## src/rtl/fetch_ctrl.sv

```systemverilog
// Instruction fetch controller: one outstanding imem request, a single-entry
// buffer towards decode, redirect/halt handling and fetch address checking.
module fetch_ctrl #(
   parameter logic [31:0] RESET_PC  = 32'h8000_0000,
   parameter logic [31:0] NOP_INSTR = 32'h0000_0013
) (
   input  logic        clk_i,
   input  logic        rst_n_i,
   output logic        imem_req_o,
   output logic [31:0] imem_addr_o,
   input  logic        imem_gnt_i,
   input  logic        imem_rvalid_i,
   input  logic [31:0] imem_rdata_i,
   input  logic        imem_err_i,
   input  logic        e_redirect_i,
   input  logic [31:0] e_target_i,
   input  logic        halt_i,
   input  logic        d_ready_i,
   output logic [31:0] F_pc_o,
   output logic [31:0] f_instr_o,
   output logic        f_valid_o,
   output logic        f_imem_error_o,
   output logic        f_halted_o,
   output logic [31:0] f_fetch_cnt_o
);

   typedef enum logic [2:0] {
      S_IDLE = 3'd0,
      S_REQ  = 3'd1,
      S_WAIT = 3'd2,
      S_HOLD = 3'd3,
      S_DROP = 3'd4,
      S_HALT = 3'd5
   } state_e;

   state_e      state_q;
   logic [31:0] pc_q;
   logic        halt_pend_q;
   logic        outst_q;
   logic        req_q;
   logic        valid_q;
   logic        err_q;
   logic        halted_q;
   logic [31:0] instr_q;
   logic [31:0] fpc_q;
   logic [31:0] cnt_q;

   logic [31:0] npc_s;
   logic        launch_s;
   logic        drop_s;

   // Fetchable window is 0x8000_0000..0x87FF_FFFF, word aligned
   function automatic logic pc_bad(input logic [31:0] pc);
      return (pc[1:0] != 2'b00) || (pc[31:27] != 5'b10000);
   endfunction

   // Decide whether this cycle starts a new fetch at npc_s or parks in DROP
   always_comb begin
      npc_s    = pc_q;
      launch_s = 1'b0;
      drop_s   = 1'b0;
      case (state_q)
         S_IDLE: begin
            npc_s = e_redirect_i ? e_target_i : pc_q;
            if (outst_q && !imem_rvalid_i) begin
               drop_s = 1'b1;
            end else begin
               launch_s = 1'b1;
            end
         end
         S_REQ, S_WAIT, S_DROP: begin
            if (e_redirect_i) begin
               npc_s = e_target_i;
               // A response is still owed if REQ was granted or WAIT/DROP saw no rvalid
               if ((state_q == S_REQ) ? imem_gnt_i : !imem_rvalid_i) begin
                  drop_s = 1'b1;
               end else begin
                  launch_s = 1'b1;
               end
            end else begin
               launch_s = (state_q == S_DROP) && imem_rvalid_i;
            end
         end
         S_HOLD: begin
            if (e_redirect_i) begin
               npc_s    = e_target_i;
               launch_s = 1'b1;
            end else if (d_ready_i && !halt_i && !halt_pend_q) begin
               npc_s    = pc_q + 32'd4;
               launch_s = 1'b1;
            end else begin
               launch_s = 1'b0;
            end
         end
         default: begin
            npc_s = pc_q;
         end
      endcase
   end

   // Main FSM with registered outputs
   always_ff @(posedge clk_i or negedge rst_n_i) begin
      if (!rst_n_i) begin
         state_q     <= S_IDLE;
         pc_q        <= RESET_PC;
         halt_pend_q <= 1'b0;
         req_q       <= 1'b0;
         valid_q     <= 1'b0;
         err_q       <= 1'b0;
         halted_q    <= 1'b0;
         instr_q     <= 32'h0;
         fpc_q       <= 32'h0;
         cnt_q       <= 32'h0;
      end else begin
         if ((state_q == S_HOLD) && !e_redirect_i && d_ready_i) begin
            cnt_q <= cnt_q + 32'd1;
         end
         if (launch_s) begin
            pc_q <= npc_s;
            if (pc_bad(npc_s)) begin
               state_q <= S_HOLD;
               req_q   <= 1'b0;
               valid_q <= 1'b1;
               err_q   <= 1'b1;
               instr_q <= NOP_INSTR;
               fpc_q   <= npc_s;
            end else begin
               state_q <= S_REQ;
               req_q   <= 1'b1;
               valid_q <= 1'b0;
            end
         end else if (drop_s) begin
            pc_q    <= npc_s;
            state_q <= S_DROP;
            req_q   <= 1'b0;
            valid_q <= 1'b0;
         end else begin
            case (state_q)
               S_REQ: begin
                  if (imem_gnt_i) begin
                     state_q     <= S_WAIT;
                     req_q       <= 1'b0;
                     halt_pend_q <= halt_pend_q | halt_i;
                  end else if (halt_i) begin
                     state_q  <= S_HALT;
                     req_q    <= 1'b0;
                     halted_q <= 1'b1;
                  end
               end
               S_WAIT: begin
                  if (imem_rvalid_i) begin
                     state_q <= S_HOLD;
                     valid_q <= 1'b1;
                     fpc_q   <= pc_q;
                     err_q   <= imem_err_i;
                     instr_q <= imem_err_i ? NOP_INSTR : imem_rdata_i;
                  end
                  if (halt_i) begin
                     halt_pend_q <= 1'b1;
                  end
               end
               S_HOLD: begin
                  // Only a halting consumption reaches here; a normal one launches
                  if (d_ready_i) begin
                     state_q  <= S_HALT;
                     valid_q  <= 1'b0;
                     halted_q <= 1'b1;
                  end
               end
               S_IDLE, S_DROP, S_HALT: begin
               end
               default: begin
                  state_q <= S_IDLE;
                  req_q   <= 1'b0;
                  valid_q <= 1'b0;
               end
            endcase
         end
      end
   end

   // Granted request still awaiting its response; kept across reset so a
   // response to a request issued before reset is recognised and dropped
   always_ff @(posedge clk_i) begin
      if (req_q && imem_gnt_i) begin
         outst_q <= 1'b1;
      end else if (imem_rvalid_i) begin
         outst_q <= 1'b0;
      end else begin
         outst_q <= outst_q;
      end
   end

   assign imem_req_o     = req_q;
   assign imem_addr_o    = pc_q;
   assign F_pc_o         = fpc_q;
   assign f_instr_o      = instr_q;
   assign f_valid_o      = valid_q;
   assign f_imem_error_o = err_q;
   assign f_halted_o     = halted_q;
   assign f_fetch_cnt_o  = cnt_q;

endmodule

```

## config.mk

```make
export PLATFORM = sky130hd
export DESIGN_NAME = fetch_ctrl
export DESIGN_NICKNAME = d
export VERILOG_FILES = /design/src/rtl/fetch_ctrl.sv
export SDC_FILE = /design/constraint.sdc
export NUM_CORES = 1
export LEC_CHECK = 0
export CAP_MARGIN = 20
export CORE_MARGIN = 10
export CORE_UTILIZATION = 35
export DETAILED_ROUTE_END_ITERATION = 7
export PLACE_DENSITY_LB_ADDON = 0.05
export SETUP_SLACK_MARGIN = 0.3
export SLEW_MARGIN = 5
export SYNTH_ARGS = -nofsm -noshare
export SYNTH_HDL_FRONTEND = slang
export SYNTH_SLANG_ARGS = --single-unit
```

## constraint.sdc

```tcl
create_clock -name clk_i -period 2.9 [get_ports clk_i]
set_input_delay 0.58 -clock clk_i [delete_from_list [all_inputs] [get_ports clk_i]]
set_output_delay 0.58 -clock clk_i [all_outputs]
set_load 0.03 [all_outputs]
```

==> metrics.cfg, run 1 <==
[outcome]
status=finished, final reports clean

[global_route]
grtUsageMet3_pct=5.26
grt_pass1_vias=7684
grt_pass1_wl_mm=44.3
grt.overflow.total=0
antenna_found_initial=0
grt_max_degree=64
grt_use_total_pct=21.1
busiest_layer=met2
met1_usage_pct=28.1
grt_util_met2_pct=33.3

[sta]
setup_violations=0
finClkSkew_ns=0.0109
relSlewSlack_pct=59.7
rsz0062_at_grt=true
finalCritPeriodShare_pct=97.3
worst_pin_slew_ns=0.605
fin_ws_ns=0.0795
fin_crit_ns=2.82
fmax_mhz=355
slew_viol_final=0
hold_violations=0
final.setup.tns_ns=0

[pwr]
power_density_nw_per_um2=1140
swShare_pct=43.4
p_total_mw=13.4
switchingPower_mw=5.81
leakagePower_nw=4.99
internal_power_mw=7.59
power.clock.fraction_pct=18.1
pwr-share-seq_pct=23.4
ir_worst_vdd_v=0.000515
p_comb_share_pct=58.5

[critical_path]
cp_top_family=simple AND/OR/NAND/NOR gates
timing.critical_path.mode_cell=or4_4
critPathRequiredTime_ns=3.21
startpoint=imem_addr_o[2]
critical_path_arrival_ns=3.13
slowest_delay_ns=0.47
timing.rr.end=F_pc_o[20]
crit_path_end=F_pc_o[20]
critPathBufInv=1
path_class=register to register
crit_chain=ha_4, nand4bb_4, or4_4, or4_4, a21oi_4, a2111oi_4, a22oi_4, buf_12, mux2_4
r2r-start=imem_addr_o[2]
start_kind=register
path_max_fanout=16
ff2ff_setup_slack_ns=0.08
rr_worst_depth=9
path_depth=9
crit_slowest_cell=or4_4
critPathCaptureType=register

[route]
vias_per_cell=5.51
dr.pass1.iters=5
route.detailed.wl_per_inst_um=21.2
route.detailed.drc=0
via_count=7449
drt_wl_total_mm=28.7
drt-initial-drc-count=540
postRouteAntennaNets=0

[synthesis]
synthArstFlopShare_pct=99.3
synth_fp_nets=811
ys_ff_latch=137
synth_edf_count=0
avgSynthCellArea_sq_um=9.76
synth.cell_area_sq_um=7190
seq_area_frac_synth_pct=47.6
syn_inst=737
synthFlopType=dfrtp_1
synth_warnings=0
synth.distinct_cells=78

[clocking]
clock_sinks=137
holdBufCountCts=0
numCtsBuffers=17
clockBufferDepth=2
htree_levels=4
cts_tree=built
clk_pin_slew_ns=0.06
clk_latency_ns=0.43
root_buffer=clkbuf_16

[placement]
gp_congestion=0.920
pre_cts_ws_ns=-0.732
dp_hpwl_mm=21.5
port_buffers=203

[cells_and_area]
post-route-util_pct=58.0
antenna_cells=0
fin_nets=1143
layout_common_cells=199 x clkdlybuf4s50_1, 140 x buf_4, 121 x dfrtp_1, 62 x nor2_1, 60 x nand2_1
synthToLayoutAreaGrowth_pct=63.3
final_layout_size_suffix_gt1_share_pct=26.1
final_common_cell=clkdlybuf4s50_1

[floorplanning]
die_y_um=163
io-pin-count=204
core_sq_um=20200
dieArea_sq_um=26700
start_util_pct=35.5
rows=52
die_w_um=163

[job]
max_cap_viol_count=0

[hold_path]
hold_path_class=input pin to asynchronous set/reset pin

## per-layer routing
layer,share of wire (%),up-vias,routed length [um]
met4,1.6,0,472
li1,-,3434,-
met1,44,3661,12700
met5,0,-,0
met2,46,318,13300
met3,7.6,36,2180
## synthesized netlist by cell type (5+ instances only)
cell	n	area [sq um]
inv_1	17	63.8
a221o_1	11	110
o221a_2	15	169
and4_1	11	96.3
buf_2	9	45.0
nand3_1	34	170
mux2_2	10	113
or3_1	17	106
a31oi_1	11	68.8
mux2i_1	5	50.1
dfrtp_1	135	3380
a21o_1	5	37.5
o21a_1	5	37.5
o21ai_0	33	165
nand2b_1	5	31.3
nand4_1	19	119
clkbuf_1	38	143
xor2_1	13	114
nor4_1	5	31.3
a22oi_1	5	37.5
a21oi_1	24	120
o211ai_1	5	37.5
a22o_1	30	263
or4_1	6	45.0
xnor2_1	22	193
nor3_1	19	95.1
nor2_1	64	240
nand2_1	61	229
and3_1	16	100
## power groups by stage
stage / combinational (mW) / clock, mW / sequential [mW]
detailed placement: 7.38 / 0 / 3.13
finish: 7.83 / 2.43 / 3.14
CTS: 7.72 / 2.47 / 3.13
floorplan: 2.90 / 0 / 4.16
global route: 8.33 / 2.54 / 3.22
global placement: 7.30 / 0 / 3.13
## area by class of cell
class / instances / area (sq um)
tap: 270 / 338
fill: 1768 / 8490
timing repair buffer: 365 / 3410
multi-input combinational: 531 / 3840
clock inverter: 14 / 213
inverter: 17 / 67.6
clock buffer: 17 / 425
sequential: 137 / 3440
## logic make-up after synthesis
| logic type | Yosys count | share of synthesized area (%) |
|---|---|---|
| simple gates | 289 | 21.4 |
| xor+xnor | 35 | 4.26 |
| flops | 137 | 47.6 |
| mux | 15 | 2.26 |
| fa+ha+maj | 2 | 0.348 |
| compound gates | 190 | 20.2 |
| buf+inv | 69 | 3.91 |
## repair_timing
action / in CTS / in global routing
gates cloned: 1 / 0
setup endpoints to repair: 78 / 72
buffers inserted: 10 / 3
resized for setup: 41 / 20
pin swaps: 15 / 6
## worst min path at each step
| stage | startpoint | endpoint |
|---|---|---|
| 2_1_floorplan | rst_n_i | F_pc_o[0] |
| 3_3_place_gp | f_fetch_cnt_o[31] | f_fetch_cnt_o[31] |
| 3_5_place_dp | f_fetch_cnt_o[31] | f_fetch_cnt_o[31] |
| 4_1_cts | rst_n_i | F_pc_o[9] |
| 5_1_grt | rst_n_i | imem_addr_o[8] |
| 6_report | rst_n_i | imem_addr_o[10] |
## stage by stage
stage | cells | area, sq um | hold slack, ns
floorplan | 737 | 7440 | 0.284
global placement | 1306 | 10700 | 0.460
detailed placement | 1306 | 10700 | 0.466
CTS | 1348 | 11600 | 0.161
global route | 1351 | 11700 | 0.177
finish | 1351 | 11700 | 0.134
## registers in the layout (all words and copies together), names as in the netlist
signal,count
outst_q,1
imem_addr_o,32
f_fetch_cnt_o,32
F_pc_o,32
halt_pend_q,1
f_valid_o,1
f_instr_o,32
imem_req_o,1
f_halted_o,1
state_q,3
f_imem_error_o,1
## worst reg2reg max path: stages, from the launching register on
cell and delay [ns]:
dfrtp_2 0.42, ha_4 0.18, nand4bb_4 0.13, or4_4 0.47, or4_4 0.45, a21oi_4 0.21
a2111oi_4 0.07, a22oi_4 0.24, buf_12 0.22, mux2_4 0.32
Note: power is estimated with default switching activity, not from simulation.
==> run 2: changes to the inputs <==
Settings changed: MAX_ROUTING_LAYER set to met4.
==> metrics.cfg, run 2 (synthesis results as in run 1) <==
[floorplanning]
rows=52
io-pin-count=204
die_y_um=163
start_util_pct=35.5
dieArea_sq_um=26700
core_sq_um=20200
die_w_um=163

[global_route]
grtUsageMet3_pct=5.18
grt.overflow.total=0
grt_max_degree=57
busiest_layer=met2
antenna_found_initial=1
met1_usage_pct=28.7
grt_util_met2_pct=32.7
grt_use_total_pct=21.6
grt_pass1_vias=7660
grt_pass1_wl_mm=44.1

[route]
dr.pass1.iters=5
vias_per_cell=5.44
route.detailed.wl_per_inst_um=21.1
drt_wl_total_mm=28.5
drt-initial-drc-count=554
via_count=7368
postRouteAntennaNets=0
route.detailed.drc=0

[pwr]
ir_worst_vdd_v=0.000497
switchingPower_mw=5.77
power_density_nw_per_um2=1150
power.clock.fraction_pct=17.4
internal_power_mw=7.66
p_comb_share_pct=59.2
pwr-share-seq_pct=23.5
p_total_mw=13.4
swShare_pct=42.9
leakagePower_nw=5.00

[cells_and_area]
final_layout_size_suffix_gt1_share_pct=26.2
final_common_cell=clkdlybuf4s50_1
synthToLayoutAreaGrowth_pct=63.0
fin_nets=1146
layout_common_cells=199 x clkdlybuf4s50_1, 150 x buf_4, 120 x dfrtp_1, 62 x nor2_1, 58 x nand2_1
fin_cells=1355

[sta]
worst_pin_slew_ns=0.499
fmax_mhz=355
slew_viol_final=0
finClkSkew_ns=0.0136
final.setup.tns_ns=0
finalCritPeriodShare_pct=97.1
fin_crit_ns=2.81
rsz0062_at_grt=true
setup_violations=0
relSlewSlack_pct=66.3
hold_violations=0

[clocking]
numCtsBuffers=17
clock_sinks=137
clockBufferDepth=2
clk_pin_slew_ns=0.07
cts_tree=built
htree_levels=4
clk_latency_ns=0.42
root_buffer=clkbuf_16
holdBufCountCts=0

[critical_path]
critPathCaptureType=register
critical_path_arrival_ns=3.11
timing.critical_path.mode_cell=or4_4
slowest_delay_ns=0.47
critPathRequiredTime_ns=3.19
start_kind=register
path_class=register to register
path_max_fanout=6
crit_chain=ha_4, nand4bb_4, or4_4, or4_4, a21oi_4, a2111oi_4, a22o_4, buf_6, a221o_1
crit_slowest_cell=or4_4

[outcome]
status=finished, final reports clean

[hold_path]
hold_path_class=input pin to asynchronous set/reset pin

[placement]
place_inst=1305
dp_hpwl_mm=21.5
gp_congestion=0.905
port_buffers=203

[job]
max_cap_viol_count=0

==> run 2: changes by cell type in the layout (fill, tap and decap cells not counted), moves of 2 or more <==
cell     previous run  this run
o21ai_0            28        31
buf_6              14         8
nand2_2             0         3
buf_4             140       150
nand2_1            60        58
inv_8               3         0
o21ai_1             6         4
nand3_4             0         2
nor3_2              3         1
==> run 2: metrics by stage <==
| step | area [sq um] | setup slack (ns) | hold slack (ns) | utilization (%) |
|---|---|---|---|---|
| after floorplan | 7440 | -0.0530 | 0.284 | - |
| after global placement | 10700 | -0.674 | 0.460 | 53.0 |
| after detailed placement | 10700 | -0.725 | 0.481 | 53.0 |
| after CTS | 11500 | 0.100 | 0.118 | 56.9 |
| after global routing | 11700 | 0.0336 | 0.132 | 57.9 |
| final | 11700 | 0.0852 | 0.108 | 57.9 |
==> run 2: worst max-delay path, delay by kind of cell, from the launching register on <==
family                   cells  cell delay [ns]
AO/OA/AOI/OAI                4             0.90
AND/OR/NAND/NOR              3             1.05
adder cells (fa/ha/maj)      1             0.18
buffers and inverters        1             0.15
flip-flops                   1             0.41
==> run 2: power groups by stage <==
stage | Sequential [mW] | Combinational (mW) | Clock (mW)
floorplan | 4.16 | 2.90 | 0
global placement | 3.13 | 7.34 | 0
detailed placement | 3.14 | 7.41 | 0
CTS | 3.13 | 7.62 | 2.39
global route | 3.22 | 8.43 | 2.47
finish | 3.15 | 7.94 | 2.33
==> run 2: timing repair <==
action | CTS | global route
endpoints found under the hold margin | 0 | 0
pin swaps | 13 | 10
cloned | 0 | 2
buffers inserted | 6 | 10
setup endpoints to repair | 78 | 73
gates resized for setup | 30 | 21
==> run 2: area by class of cell <==
cell class / instances / area (sq um)
Inverter: 17 / 63.8
Timing Repair Buffer: 368 / 3400
Multi-Input combinational cell: 531 / 3860
Tap cell: 270 / 338
Antenna cell: 1 / 2.50
Sequential cell: 137 / 3440
Clock inverter: 13 / 193
Clock buffer: 18 / 429
Fill cell: 1735 / 8510
==> run 2: layer usage <==
layer	vias up	wire length (um)
li1	3429	-
met1	3659	13000
met2	262	13200
met3	18	1950
met4	0	372
met5	-	0
==> run 2: path summary, 6_finish.rpt <==
path                       cells after the start              start  slack [ns]                end
max                                            9     imem_addr_o[3]        0.09         F_pc_o[17]
min                                            1            rst_n_i        0.11         F_pc_o[10]
max reg2reg                                    9     imem_addr_o[3]        0.09         F_pc_o[17]
min reg2reg                                    1  f_fetch_cnt_o[31]        0.48  f_fetch_cnt_o[31]
max in group asynchronous                      2            rst_n_i        1.95       f_instr_o[6]
min in group clk_i                             1  f_fetch_cnt_o[31]        0.48  f_fetch_cnt_o[31]
==> run 3: changes to the inputs <==
Settings changed: CTS_BUF_LIST set to sky130_fd_sc_hd__clkbuf_4 sky130_fd_sc_hd__clkbuf_8, SKIP_CTS_REPAIR_TIMING set to 1.
==> metrics.cfg, run 3 (synthesis results as in run 1) <==
[cells_and_area]
layout_common_cells=199 x clkdlybuf4s50_1, 143 x buf_4, 120 x dfrtp_1, 62 x nor2_1, 59 x nand2_1
fill_cells=1751
synthToLayoutAreaGrowth_pct=61.3
final_area_sq_um=11600
fin_cells=1356
post-route-util_pct=57.3
fin_nets=1147
final_layout_size_suffix_gt1_share_pct=25.7
final_common_cell=clkdlybuf4s50_1

[pwr]
internal_power_mw=7.37
switchingPower_mw=5.73
pwr-share-seq_pct=23.9
ir_worst_vdd_v=0.000497
p_comb_share_pct=62.5
swShare_pct=43.7
p_total_mw=13.1
power.clock.fraction_pct=13.6
power_density_nw_per_um2=1130
leakagePower_nw=4.97

[critical_path]
slowest_delay_ns=0.58
critPathBufInv=1
path_max_fanout=6
critPathRequiredTime_ns=3.24
timing.critical_path.mode_cell=mux2_4
path_class=register to register
cp_top_family=simple AND/OR/NAND/NOR gates
ff2ff_setup_slack_ns=-0.04
crit_chain=nand3_2, or4_4, nor3_4, mux2_4, o211a_4, a22oi_4, buf_12, mux2_4
start_kind=register
critical_path_arrival_ns=3.28
r2r-start=imem_addr_o[10]
critPathCaptureType=register
crit_slowest_cell=or4_4
startpoint=imem_addr_o[10]

[route]
drt_wl_total_mm=28.6
route.detailed.drc=0
route.detailed.wl_per_inst_um=21.1
dr.pass1.iters=5
vias_per_cell=5.48
postRouteAntennaNets=0
via_count=7425
drt-initial-drc-count=556

[clocking]
clock_sinks=137
clockBufferDepth=2
htree_levels=4
numCtsBuffers=17
cts_tree=built
clk_latency_ns=0.45
root_buffer=clkbuf_8
clk_pin_slew_ns=0.09

[placement]
place_inst=1305
dpl_cell_area_sq_um=10700
pre_cts_ws_ns=-0.725
dp_hpwl_mm=21.5
port_buffers=203
gp_congestion=0.905

[outcome]
violations=negative setup slack
status=finished with violations

[floorplanning]
core_sq_um=20200
die_w_um=163
die_y_um=163
io-pin-count=204
start_util_pct=35.5
dieArea_sq_um=26700
rows=52

[job]
max_cap_viol_count=0

[sta]
hold_violations=0
slew_viol_final=0
fin_crit_ns=2.94
finalCritPeriodShare_pct=102
fin_ws_ns=-0.0441
setup_violations=6
rsz0062_at_grt=true
finClkSkew_ns=0.0170
worst_pin_slew_ns=0.531
fmax_mhz=340
relSlewSlack_pct=64.6

[global_route]
grt_max_degree=57
grt.overflow.total=0
antenna_found_initial=1
grt_pass1_wl_mm=43.4
grt_pass1_vias=7538
grt_use_total_pct=21.3

[hold_path]
hold_path_class=input pin to asynchronous set/reset pin

## run 3: changes by cell type in the layout (fill, tap and decap cells not counted), moves of 2 or more
cell	before	now
clkbuf_8	0	17
clkbuf_16	18	4
buf_4	150	143
buf_6	8	10
dlymetal6s2s_1	0	3
buf_12	7	10
## run 3: area by class of cell
cell class,instances,area (sq um),share of cell area (%)
flip-flops and latches,137,3440,29.7
repair buffers,369,3520,30.3
inverters,17,63.8,0.550
well taps,270,338,2.91
clock buffers,18,241,2.08
diodes,1,2.50,0.0216
clock inverters,13,193,1.66
multi-input cells,531,3800,32.8
## run 3: final timing paths
path,endpoint,cells after the start
worst min-delay path,F_pc_o[10],1
worst min register to register,f_fetch_cnt_o[31],1
worst max-delay path,F_pc_o[22],8
worst max register to register,F_pc_o[22],8
min in group clk_i,f_fetch_cnt_o[31],1
max in group asynchronous,f_instr_o[6],2
## run 3: power groups by stage
stage | registers (mW) | logic, mW | clock network (mW)
final | 3.13 | 8.18 | 1.78
after global routing | 3.21 | 8.66 | 1.90
after CTS | 3.11 | 7.45 | 1.83
after detailed placement | 3.14 | 7.41 | 0
after global placement | 3.13 | 7.34 | 0
after floorplan | 4.16 | 2.90 | 0
## run 3: metrics by stage
| stage | setup TNS [ns] | hold slack (ns) |
|---|---|---|
| after detailed placement | -46.18 | 0.481 |
| after global placement | -42.33 | 0.460 |
| final | -0.195 | 0.0577 |
| after global routing | -1.29 | 0.0813 |
| after CTS | -11.10 | 0.0702 |
| after floorplan | -1.03 | 0.284 |
## run 3: per-layer routing
| layer | global-route usage (%) | share of wire [%] |
|---|---|---|
| met4 | 4.88 | 1.4 |
| met5 | - | 0 |
| met2 | 32.2 | 46 |
| met1 | 28.3 | 46 |
| met3 | 5.08 | 6.7 |
